**src/rtl/vram_pkg.sv**
```systemverilog
`default_nettype none
// ============================================================================
//  Module      : vram_pkg
//  Description : Shared geometry constants and the grant encoding for the
//                VRAM arbiter slice.
//  Revision    : 1.0 - initial release
// ============================================================================
package vram_pkg;

    localparam int H_ACTIVE = 640;
    localparam int V_ACTIVE = 480;
    localparam int PIX_W    = 12;
    localparam int ADDR_W   = 19;
    localparam int ROW_W    = 9;
    localparam int COL_W    = 10;

    typedef enum logic [1:0] {
        GNT_NONE = 2'd0,
        GNT_DISP = 2'd1,
        GNT_W0   = 2'd2,
        GNT_W1   = 2'd3
    } grant_t;

endpackage
`default_nettype wire

```
**src/rtl/vram_addr_calc.sv**
```systemverilog
`default_nettype none
// ============================================================================
//  Module      : vram_addr_calc
//  Description : Combinational (row, col) to linear VRAM address,
//                addr = row*H_ACTIVE + col, zero-extended, no saturation.
//  Revision    : 1.0 - initial release
// ============================================================================
module vram_addr_calc
    import vram_pkg::*;
(
    input  logic [ROW_W-1:0]  row,
    input  logic [COL_W-1:0]  col,
    output logic [ADDR_W-1:0] addr
);

    logic [ADDR_W-1:0] w_row_ext;
    logic [ADDR_W-1:0] w_col_ext;

    assign w_row_ext = ADDR_W'(row);
    assign w_col_ext = ADDR_W'(col);

    generate
        if (H_ACTIVE == 640) begin : g_shift_add
            // 640 = 512 + 128, so two shifts and an add replace the multiplier
            assign addr = (w_row_ext << 9) + (w_row_ext << 7) + w_col_ext;
        end else begin : g_mult
            assign addr = (w_row_ext * ADDR_W'(H_ACTIVE)) + w_col_ext;
        end
    endgenerate

endmodule
`default_nettype wire

```
**src/rtl/vram_arbiter.sv**
```systemverilog
`default_nettype none
// ============================================================================
//  Module      : vram_arbiter
//  Description : Shares one single-port VRAM between the display fetch
//                (absolute priority, fixed 3-cycle read latency) and two
//                round-robin pixel writers. Optional macro VRAM_WR_CLIP_EN
//                drops out-of-range writes and counts them on clip_cnt.
//  Revision    : 1.0 - initial release
// ============================================================================
module vram_arbiter
    import vram_pkg::*;
(
    input  logic              clk,
    input  logic              rstn,

    input  logic              disp_req,
    input  logic [ROW_W-1:0]  disp_row,
    input  logic [COL_W-1:0]  disp_col,
    output logic [PIX_W-1:0]  disp_data,
    output logic              disp_valid,

    input  logic              w0_valid,
    output logic              w0_ready,
    input  logic [ROW_W-1:0]  w0_row,
    input  logic [COL_W-1:0]  w0_col,
    input  logic [PIX_W-1:0]  w0_data,

    input  logic              w1_valid,
    output logic              w1_ready,
    input  logic [ROW_W-1:0]  w1_row,
    input  logic [COL_W-1:0]  w1_col,
    input  logic [PIX_W-1:0]  w1_data,

    output logic              mem_en,
    output logic              mem_we,
    output logic [ADDR_W-1:0] mem_addr,
    output logic [PIX_W-1:0]  mem_din,
    input  logic [PIX_W-1:0]  mem_dout
`ifdef VRAM_WR_CLIP_EN
    ,
    output logic [15:0]       clip_cnt
`endif
);

    grant_t            w_grant;
    logic [ROW_W-1:0]  w_sel_row;
    logic [COL_W-1:0]  w_sel_col;
    logic [PIX_W-1:0]  w_sel_data;
    logic [ADDR_W-1:0] w_sel_addr;
    logic              w_is_write;
    logic              w_clip;
    logic              w_issue;

    logic              r_rr_ptr;      // 0: writer 0 wins the next contention
    logic              r_mem_en;
    logic              r_mem_we;
    logic [ADDR_W-1:0] r_mem_addr;
    logic [PIX_W-1:0]  r_mem_din;
    logic              r_rd_s1;
    logic              r_rd_s2;
    logic              r_disp_valid;
    logic [PIX_W-1:0]  r_disp_data;

    // No grant while in reset: a handshake taken then would be silently lost.
    always_comb begin
        w_grant = GNT_NONE;
        if (!rstn) begin
            w_grant = GNT_NONE;
        end else if (disp_req) begin
            w_grant = GNT_DISP;
        end else if (w0_valid && w1_valid) begin
            w_grant = r_rr_ptr ? GNT_W1 : GNT_W0;
        end else if (w0_valid) begin
            w_grant = GNT_W0;
        end else if (w1_valid) begin
            w_grant = GNT_W1;
        end
    end

    assign w0_ready = (w_grant == GNT_W0);
    assign w1_ready = (w_grant == GNT_W1);

    always_comb begin
        w_sel_row  = disp_row;
        w_sel_col  = disp_col;
        w_sel_data = '0;
        case (w_grant)
            GNT_W0: begin
                w_sel_row  = w0_row;
                w_sel_col  = w0_col;
                w_sel_data = w0_data;
            end
            GNT_W1: begin
                w_sel_row  = w1_row;
                w_sel_col  = w1_col;
                w_sel_data = w1_data;
            end
            default: begin
                w_sel_row  = disp_row;
                w_sel_col  = disp_col;
                w_sel_data = '0;
            end
        endcase
    end

    vram_addr_calc u_addr_calc (
        .row  (w_sel_row),
        .col  (w_sel_col),
        .addr (w_sel_addr)
    );

    assign w_is_write = (w_grant == GNT_W0) || (w_grant == GNT_W1);

`ifdef VRAM_WR_CLIP_EN
    localparam logic [ROW_W-1:0] c_row_lim = ROW_W'(V_ACTIVE);
    localparam logic [COL_W-1:0] c_col_lim = COL_W'(H_ACTIVE);

    logic [15:0] r_clip_cnt;

    assign w_clip = w_is_write && ((w_sel_row >= c_row_lim) || (w_sel_col >= c_col_lim));

    always_ff @(posedge clk or negedge rstn) begin
        if (!rstn) begin
            r_clip_cnt <= '0;
        end else if (w_clip && (r_clip_cnt != 16'hFFFF)) begin
            r_clip_cnt <= r_clip_cnt + 16'd1;
        end
    end

    assign clip_cnt = r_clip_cnt;
`else
    assign w_clip = 1'b0;
`endif

    assign w_issue = (w_grant != GNT_NONE) && !w_clip;

    always_ff @(posedge clk or negedge rstn) begin
        if (!rstn) begin
            r_rr_ptr     <= 1'b0;
            r_mem_en     <= 1'b0;
            r_mem_we     <= 1'b0;
            r_mem_addr   <= '0;
            r_mem_din    <= '0;
            r_rd_s1      <= 1'b0;
            r_rd_s2      <= 1'b0;
            r_disp_valid <= 1'b0;
            r_disp_data  <= '0;
        end else begin
            if (w_grant == GNT_W0) begin
                r_rr_ptr <= 1'b1;
            end else if (w_grant == GNT_W1) begin
                r_rr_ptr <= 1'b0;
            end

            r_mem_en <= w_issue;
            r_mem_we <= w_issue && w_is_write;
            if (w_issue) begin
                r_mem_addr <= w_sel_addr;
                r_mem_din  <= w_sel_data;
            end

            // Read tag follows the access: port at t+1, data at t+2, out at t+3
            r_rd_s1      <= (w_grant == GNT_DISP);
            r_rd_s2      <= r_rd_s1;
            r_disp_valid <= r_rd_s2;
            if (r_rd_s2) begin
                r_disp_data <= mem_dout;
            end
        end
    end

    assign mem_en     = r_mem_en;
    assign mem_we     = r_mem_we;
    assign mem_addr   = r_mem_addr;
    assign mem_din    = r_mem_din;
    assign disp_valid = r_disp_valid;
    assign disp_data  = r_disp_data;

endmodule
`default_nettype wire

```
**config.mk**
```make
export PLATFORM = sky130hd
export DESIGN_NAME = vram_arbiter
export DESIGN_NICKNAME = d
export VERILOG_FILES = /design/src/rtl/vram_pkg.sv /design/src/rtl/vram_addr_calc.sv /design/src/rtl/vram_arbiter.sv
export SDC_FILE = /design/constraint.sdc
export NUM_CORES = 1
export LEC_CHECK = 0
export BUFFER_PORTS_ARGS = -buffer_cell sky130_fd_sc_hd__buf_2
export CORE_ASPECT_RATIO = 0.5
export CORE_MARGIN = 1.5
export CORE_UTILIZATION = 50
export DETAILED_ROUTE_END_ITERATION = 8
export GPL_TIMING_DRIVEN = 0
export PLACE_DENSITY = 0.95
export SKIP_CTS_REPAIR_TIMING = 1
export SLEW_MARGIN = 20
export SYNTH_ARGS = -nofsm -noshare
export SYNTH_HDL_FRONTEND = slang
export SYNTH_HIERARCHICAL = 1
export SYNTH_SLANG_ARGS = --single-unit
```
**constraint.sdc**
```tcl
create_clock -name clk -period 5.3 [get_ports clk]
set_clock_uncertainty 0.15 [all_clocks]
set_input_delay 0.265 -clock clk [delete_from_list [all_inputs] [get_ports clk]]
set_output_delay 0.265 -clock clk [all_outputs]
set_load 0.01 [all_outputs]
```
# == Word level (Yosys, flattened, before mapping) ==
# Cells that the tools add are included.
# word_totals
register_bits,49
in_bits,98
wordCells,30
# classes
addsub,2
n_eq_ne,3
mux,11
n_reduce_logical,5
# ops
cell,count
$pmux 12 s2,1
$pmux 10 s2,1
$add 18x16->19,1
$add 19x10->19,1
$pmux 9 s2,1
$mux 2,5
$eq 2x2->1 const B,2
$reduce_bool 2->1,2
$mux 1,3
$eq 2x1->1 const B,1
$logic_and 1x1->1,2
$logic_or 1x1->1,1

# == Logic depth before layout (Yosys ltp) ==
# Gate-level depths: netlist of run 1.
# logic_depth
ltp_word,9
mapped_depth,14
mapped_depth_nobuf,12

# == Hierarchy ==
# The synthesis of run 1 kept the hierarchy.
# modules_own_cells
module,n_inst,cells_per_inst,area_each_um2
vram_arbiter,1,216,2433.6
vram_addr_calc,1,72,619.3

# == Least setup slack after synthesis of run 1 ==
# Ideal clock, no wire load.
# synth_path
path_kind,input port to flip-flop
startpoint,input port w0_valid
endpoint,register r_mem_addr[14] (netlist: mem_addr[14])
arrival_time_ns,3.116
slack_ns,1.907
stages,14
path_cell_list,or2_1 buf_6 and2_1 clkbuf_1 a31oi_1 inv_1 fa_1 inv_1 fa_1 a211oi_2 o21ai_1 a21oi_2 xnor2_1 mux2_1
# synth_via
elab_chain_len,8
# synth_rtl
item,line_no,source
from (decl),vram_arbiter.sv:22,"input logic w0_valid,"
$mux 2 or $logic_and 1x1->1 (tied branches),"vram_arbiter.sv:73, vram_arbiter.sv:71",
$mux 2 (*),vram_arbiter.sv:71,end else if (w0_valid && w1_valid) begin
$mux 2 (*),vram_arbiter.sv:69,end else if (disp_req) begin
$mux 2 (*),vram_arbiter.sv:67,if (!rstn) begin
$eq 2x2->1,vram_arbiter.sv:87,case (w_grant)
$pmux 9 s2 (*),vram_arbiter.sv:87,
net w_sel_row[0],vram_arbiter.sv:46,logic [ROW_W-1:0] w_sel_row;
$add 18x16->19 (*),vram_addr_calc.sv:25,assign addr = (w_row_ext << 9) + (w_row_ext << 7) + w_col_ext;
$add 19x10->19 (*),vram_addr_calc.sv:25,
net w_sel_addr[14],vram_arbiter.sv:49,logic [ADDR_W-1:0] w_sel_addr;
to (signal assigned),vram_arbiter.sv:158,r_mem_addr <= w_sel_addr;
to (decl),vram_arbiter.sv:57,logic [ADDR_W-1:0] r_mem_addr;
# Mark *: on every way through the listed nets, which the timed path passes. The rest lies on a longest branch.
# A chain may end at the register's enable or synchronous reset.

# == Worst setup path after layout of run 1 ==
# layout_path
startpoint,input port rstn
endpoint,register r_mem_addr[14] (netlist: mem_addr[14])
# layout_via
elab_chain_len,5
# layout_rtl
item,line_no,source
from (decl),vram_arbiter.sv:14,"input logic rstn,"
$mux 2 (*),vram_arbiter.sv:67,
$eq 2x2->1,vram_arbiter.sv:87,
$pmux 9 s2 (*),vram_arbiter.sv:87,
net w_sel_row[0],vram_arbiter.sv:46,
$add 18x16->19 (*),vram_addr_calc.sv:25,
$add 19x10->19 (*),vram_addr_calc.sv:25,
net w_sel_addr[14],vram_arbiter.sv:49,
# Marks and branches as above.

==> impl_metrics.env, run 1 <==
export IMPL_worst_pin_slew_ns=0.659
export IMPL_nets=558
export IMPL_drive_gt1_frac=0.475
export IMPL_syn_to_final_growth_pct=32.0
export IMPL_routabilityCongestion=0.890
export IMPL_drcViolationCount=0
export IMPL_critPathBufInv=6
export IMPL_holdWs_ns=0.0511
export IMPL_r2r_end="mem_addr[14]"
export IMPL_critPathRequiredTime_ns=5.33
export IMPL_worstSetupStartpoint="rstn"
export IMPL_postLayoutCellArea_sq_um=4030
export IMPL_synth_area_sq_um=3050
export IMPL_ys_top_cells_by_area="dfrtp_1 40%, mux2_2 8.5%, ha_1 7.0%"
export IMPL_critPathKind="primary input to flip-flop"
export IMPL_power_share_sequential=0.379
export IMPL_dp_cells=506
export IMPL_cp_start_kind="primary input"
export IMPL_p_int_w=0.000851
export IMPL_worstSetupPathDepth=16
export IMPL_multiInputGateArea_sq_um=1610
export IMPL_seq_area_sq_um=1230
export IMPL_cts_tree="built"
export IMPL_ys_async_sr_fraction=1.00
export IMPL_hp_class="primary input to flip-flop"
export IMPL_crit_arrival_ns=4.95
export IMPL_min_period_ns=4.92
export IMPL_critPathCaptureType="flip-flop"
export IMPL_peakVddDrop_uv=180
export IMPL_rr_startpoint="r_rr_ptr"
export IMPL_syn_inst=288
export IMPL_swShare=0.335
export IMPL_p_leak_nw=2.00
export IMPL_rrSetupSlack_ns=1.33
export IMPL_synth_top_area_frac=0.402
export IMPL_grt_pass1_wl_um=13800
export IMPL_cap_viol_max_count=0
export IMPL_fmax_mhz=203
export IMPL_coreArea_sq_um=5680
export IMPL_h_tree_depth=2
export IMPL_place_area_sq_um=3870
export IMPL_antenna_found_initial=0
export IMPL_grt_max_degree=53
export IMPL_synth_edf_count=0
export IMPL_p_sw_w=0.000428
export IMPL_grt_use_total=0.265
export IMPL_synth_seq_cells=49
export IMPL_initial_core_util=0.537
export IMPL_pwr_share_comb=0.370
export IMPL_synth_avg_cell_area_sq_um=10.6
export IMPL_dr_pass1_iters=7
export IMPL_r2r_cells=13
export IMPL_clk_path_buf_depth=2
export IMPL_clock_power_share=0.251
export IMPL_p_per_area_nw_per_um2=317
export IMPL_final_cell_mix="150 x buf_2, 49 x dfrtp_1, 24 x a21oi_1"
export IMPL_num_rows=19
export IMPL_die_x_um=114
export IMPL_hold_viol=0
export IMPL_synth_main_ff_cell="dfrtp_1"
export IMPL_clk_latency_ns=0.29
export IMPL_cp_top_family="buffers and inverters"
export IMPL_crit_end="mem_addr[14]"
export IMPL_grt_pass1_vias=2991
export IMPL_status="complete, no violations"
export IMPL_yosysSeqAreaShare=0.402
export IMPL_cts_buffers=5
export IMPL_io_buffers=145
export IMPL_fin_setup_tns_ns=0
export IMPL_ys_warn_count=6
export IMPL_yosysTopAreaCell="dfrtp_1"
export IMPL_power_w=0.00128
export IMPL_final_common_cell="buf_2"
export IMPL_synthDistinctLibCells=40
export IMPL_die_area_sq_um=6610
export IMPL_ios=146
export IMPL_slew_headroom=0.560
export IMPL_cpMaxStageDelayCell="fa_1"
export IMPL_clk_pin_slew_ns=0.07
export IMPL_rsz0062_at_grt="no"
export IMPL_num_vias=2981
export IMPL_hpwl_um=6480
export IMPL_crit_fanout=52
export IMPL_cts_root_buffer="clkbuf_16"
export IMPL_fin_crit_sh=0.929
export IMPL_wl_um=8510
export IMPL_crit_path_max_incr_delay_ns=0.55
export IMPL_wire_per_inst_um=16.5
export IMPL_diodes=0
export IMPL_setup_viol=0
export IMPL_synth_fp_nets=405
export IMPL_fp_dieH_um=58.3
export IMPL_final_cells=515
export IMPL_fillCellCount=411
export IMPL_drt_iter0_drc=255
export IMPL_gr_total_overflow=0
export IMPL_vias_per_cell=5.79
export IMPL_cts_sinks=49
export IMPL_crit_chain="dlygate4sd3_1, buf_4, nor2b_2, buf_2, buf_2, a21oi_1, a31oi_1, inv_1, fa_1, inv_1, fa_1, a211oi_2, o21ai_1, a21oi_2, xnor2_1, mux2_1"
export IMPL_slew_viol_final=0
export IMPL_postRouteAntennaNets=0
-- how the worst min path moves through the flow --
stage | from | to | depth (start not counted)
after global placement | r_rd_s1 | r_rd_s2 | 0
after CTS | rstn | mem_addr[12] | 1
after detailed placement | rstn | mem_addr[12] | 1
after global routing | w0_data[8] | mem_din[8] | 2
final | w0_data[6] | mem_din[6] | 2
after floorplan | rstn | disp_data[0] | 0
-- flip-flops by register name, summed over array words and instances (netlist names) --
name / cells
r_rr_ptr: 1
mem_en: 1
mem_we: 1
disp_valid: 1
r_rd_s2: 1
disp_data: 12
r_rd_s1: 1
mem_din: 12
mem_addr: 19
-- power by group through the flow --
| stage | sequential (W) | combinational (W) | clock, W |
|---|---|---|---|
| global placement | 0.000488 | 0.000450 | 0 |
| detailed placement | 0.000491 | 0.000469 | 0 |
| CTS | 0.000485 | 0.000472 | 0.000323 |
| floorplan | 0.000528 | 0.000253 | 0 |
| global route | 0.000494 | 0.000516 | 0.000342 |
| finish | 0.000485 | 0.000473 | 0.000321 |
-- Yosys cell counts (2+ instances only) --
master and n:
and2_1 2, inv_1 7, buf_6 5, buf_2 6, nand2_1 4, dfrtp_1 49
a31oi_1 20, nor2_1 5, fa_1 2, a21oi_2 4, xor2_1 2, nor2b_1 3
ha_1 17, o21ai_0 19, buf_4 7, and4_1 12, clkbuf_1 10, mux2_1 8
o2111ai_2 2, o21ai_1 3, nand3_1 20, a221o_1 12, o211ai_2 2, a21oi_1 24
mux2_2 23, xnor2_1 6
-- cell type report --
cell class                 instances  share of cell area
multi-input combinational        201               0.400
buffer                            30              0.0459
clock buffer                       5              0.0310
tap                               73              0.0227
timing repair buffer             146               0.183
clock inverter                     3             0.00559
sequential                        49               0.304
inverter                           8             0.00745
-- per-stage QoR --
stage | setup slack (ns) | utilization
final | 0.378 | 0.709
after global routing | 0.0615 | 0.709
after CTS | 0.966 | 0.708
after detailed placement | 0.732 | 0.682
after global placement | 0.456 | 0.681
after floorplan | 1.91 | -
-- metal layers --
metal | vias up | GRT usage | part of all wire | wire length [um]
li1 | 1387 | - | - | -
met1 | 1401 | 0.302 | 0.39 | 3320
met2 | 154 | 0.509 | 0.52 | 4460
met3 | 39 | 0.0460 | 0.050 | 428
met4 | 0 | 0.102 | 0.036 | 305
met5 | - | 0 | 0 | 0
-- kinds of logic after synthesis --
logic type	Yosys count	synth area share
xor gates and xnor gates	8	0.0230
buffers and inverters	38	0.0705
DFF	49	0.402
muxes	31	0.114
AOI/OAI and AO/OA	90	0.203
and+or+nand+nor	53	0.105
adders and majority gates	19	0.0828
Note: power is estimated with default switching activity, not from simulation.
==> run 2: changes to the inputs <==
CORE_MARGIN = 4   (was 1.5)
==> run 2 against run 1 <==
Net effect: critical endpoint unchanged; cell count did not move; non-clock buffer count did not move; global-route usage fell by 4.5 points; first-iteration DRC count rose by 2.0%; flip-flop and latch count did not move; routed wire length rose by 0.68%; sequential power barely moved; maximum frequency rose by 2.8%; largest cell class unchanged; clock power barely moved; sequential share of layout area barely moved; critical path depth did not move; via count fell by 0.84%.
==> impl_metrics.env, run 2 (same netlist as run 1, synthesis figures left out) <==
export IMPL_holdWs_ns=0.0537
export IMPL_ios=146
export IMPL_final_common_cell="buf_2"
export IMPL_wl_um=8570
export IMPL_dr_pass1_iters=5
export IMPL_drt_iter0_drc=260
export IMPL_p_leak_nw=1.99
export IMPL_largest_reg_flops=19
export IMPL_clk_latency_ns=0.29
export IMPL_grt_busiest_layer="met2"
export IMPL_cts_root_buffer="clkbuf_16"
export IMPL_slew_viol_final=0
export IMPL_nets=558
export IMPL_gr_total_overflow=0
export IMPL_clk_pin_slew_ns=0.07
export IMPL_coreArea_sq_um=5680
export IMPL_grt_pass1_wl_um=13600
export IMPL_crit_fanout=52
export IMPL_cts_sinks=49
export IMPL_postLayoutCellArea_sq_um=4030
export IMPL_place_area_sq_um=3870
export IMPL_worst_pin_slew_ns=0.659
export IMPL_grt_max_degree=53
export IMPL_io_buffers=145
export IMPL_syn_to_final_growth_pct=32.0
export IMPL_clk_path_buf_depth=2
export IMPL_final_cell_mix="150 x buf_2, 49 x dfrtp_1, 24 x a21oi_1"
export IMPL_fin_util=0.709
export IMPL_cap_viol_max_count=0
export IMPL_drcViolationCount=0
export IMPL_cp_start_kind="primary input"
export IMPL_slew_headroom=0.561
export IMPL_initial_core_util=0.537
export IMPL_met1_usage=0.253
export IMPL_antenna_found_initial=0
export IMPL_cts_tree="built"
export IMPL_setup_viol=0
export IMPL_crit_arrival_ns=4.82
export IMPL_grt_pass1_vias=2987
export IMPL_diodes=0
export IMPL_routabilityCongestion=0.846
export IMPL_die_x_um=119
export IMPL_hp_class="primary input to flip-flop"
export IMPL_fin_crit_sh=0.904
export IMPL_die_area_sq_um=7500
export IMPL_grt_use_total=0.220
export IMPL_vias_per_cell=5.74
export IMPL_critPathCaptureType="flip-flop"
export IMPL_h_tree_depth=2
export IMPL_drive_gt1_frac=0.475
export IMPL_wire_per_inst_um=16.6
export IMPL_rsz0062_at_grt="no"
export IMPL_hold_viol=0
export IMPL_worst_slack_ns=0.510
export IMPL_p_per_area_nw_per_um2=317
export IMPL_use_met2=0.412
export IMPL_min_period_ns=4.79
export IMPL_fp_dieH_um=63.3
export IMPL_pre_cts_ws_ns=0.809
export IMPL_hpwl_um=6480
export IMPL_status="complete, no violations"
export IMPL_critPathRequiredTime_ns=5.33
export IMPL_num_rows=19
export IMPL_fmax_mhz=209
export IMPL_peakVddDrop_uv=169
export IMPL_fin_setup_tns_ns=0
export IMPL_critPathKind="primary input to flip-flop"
export IMPL_cts_buffers=5
export IMPL_postRouteAntennaNets=0
export IMPL_use_met3=0.0456
export IMPL_num_vias=2956
## run 2: cell types whose count changed in the layout (fill, tap and decap cells not counted)
cell / previous run / this run
clkinvlp_4: 0 / 1
inv_6: 0 / 1
clkinv_4: 2 / 0
## run 2: area by class of cell
cell class | instances | area [sq um]
fill | 409 | 1650
multi-input combinational | 201 | 1610
sequential | 49 | 1230
timing repair buffer | 146 | 738
buffer | 30 | 185
clock buffer | 5 | 125
tap | 73 | 91.3
inverter | 8 | 30.0
clock inverter | 3 | 21.3
## run 2: worst max-delay path: stages
cell,delay (ns)
dlygate4sd3_1,0.54
buf_4,0.53
nor2b_2,0.43
buf_2,0.26
buf_2,0.25
a21oi_1,0.09
a31oi_1,0.27
inv_1,0.11
fa_1,0.51
inv_1,0.07
fa_1,0.49
a211oi_2,0.30
o21ai_1,0.13
a21oi_2,0.17
xnor2_1,0.09
mux2_1,0.29
## run 2: where the power goes
| group | switching [W] | internal (W) | leakage [nW] |
|---|---|---|---|
| clock | 0.000146 | 0.000176 | 0.0702 |
| combinational | 0.000245 | 0.000225 | 1.33 |
| sequential | 0.0000349 | 0.000449 | 0.596 |
## run 2: metal layers
metal / up-vias / share of wire
li1: 1379 / -
met1: 1420 / 0.38
met2: 133 / 0.54
met3: 24 / 0.051
met4: 0 / 0.025
met5: - / 0
## run 2: final timing paths
check	slack, ns	endpoint	depth (start not counted)	startpoint
worst max-delay path	0.51	mem_addr[14]	16	rstn
worst min-delay path	0.05	mem_din[2]	2	w0_data[2]
worst max register to register	1.51	mem_addr[14]	13	r_rr_ptr
worst min register to register	0.21	r_rd_s2	0	r_rd_s1
max in group asynchronous	4.14	disp_data[2]	2	rstn
min in group asynchronous	0.40	mem_addr[11]	2	rstn
## run 2: metrics by stage
| step | total power, W | cells |
|---|---|---|
| 2_1_floorplan | 0.000781 | 288 |
| 3_3_place_gp | 0.000941 | 506 |
| 3_5_place_dp | 0.000959 | 506 |
| 4_1_cts | 0.00128 | 514 |
| 5_1_grt | 0.00135 | 515 |
| 6_report | 0.00128 | 515 |
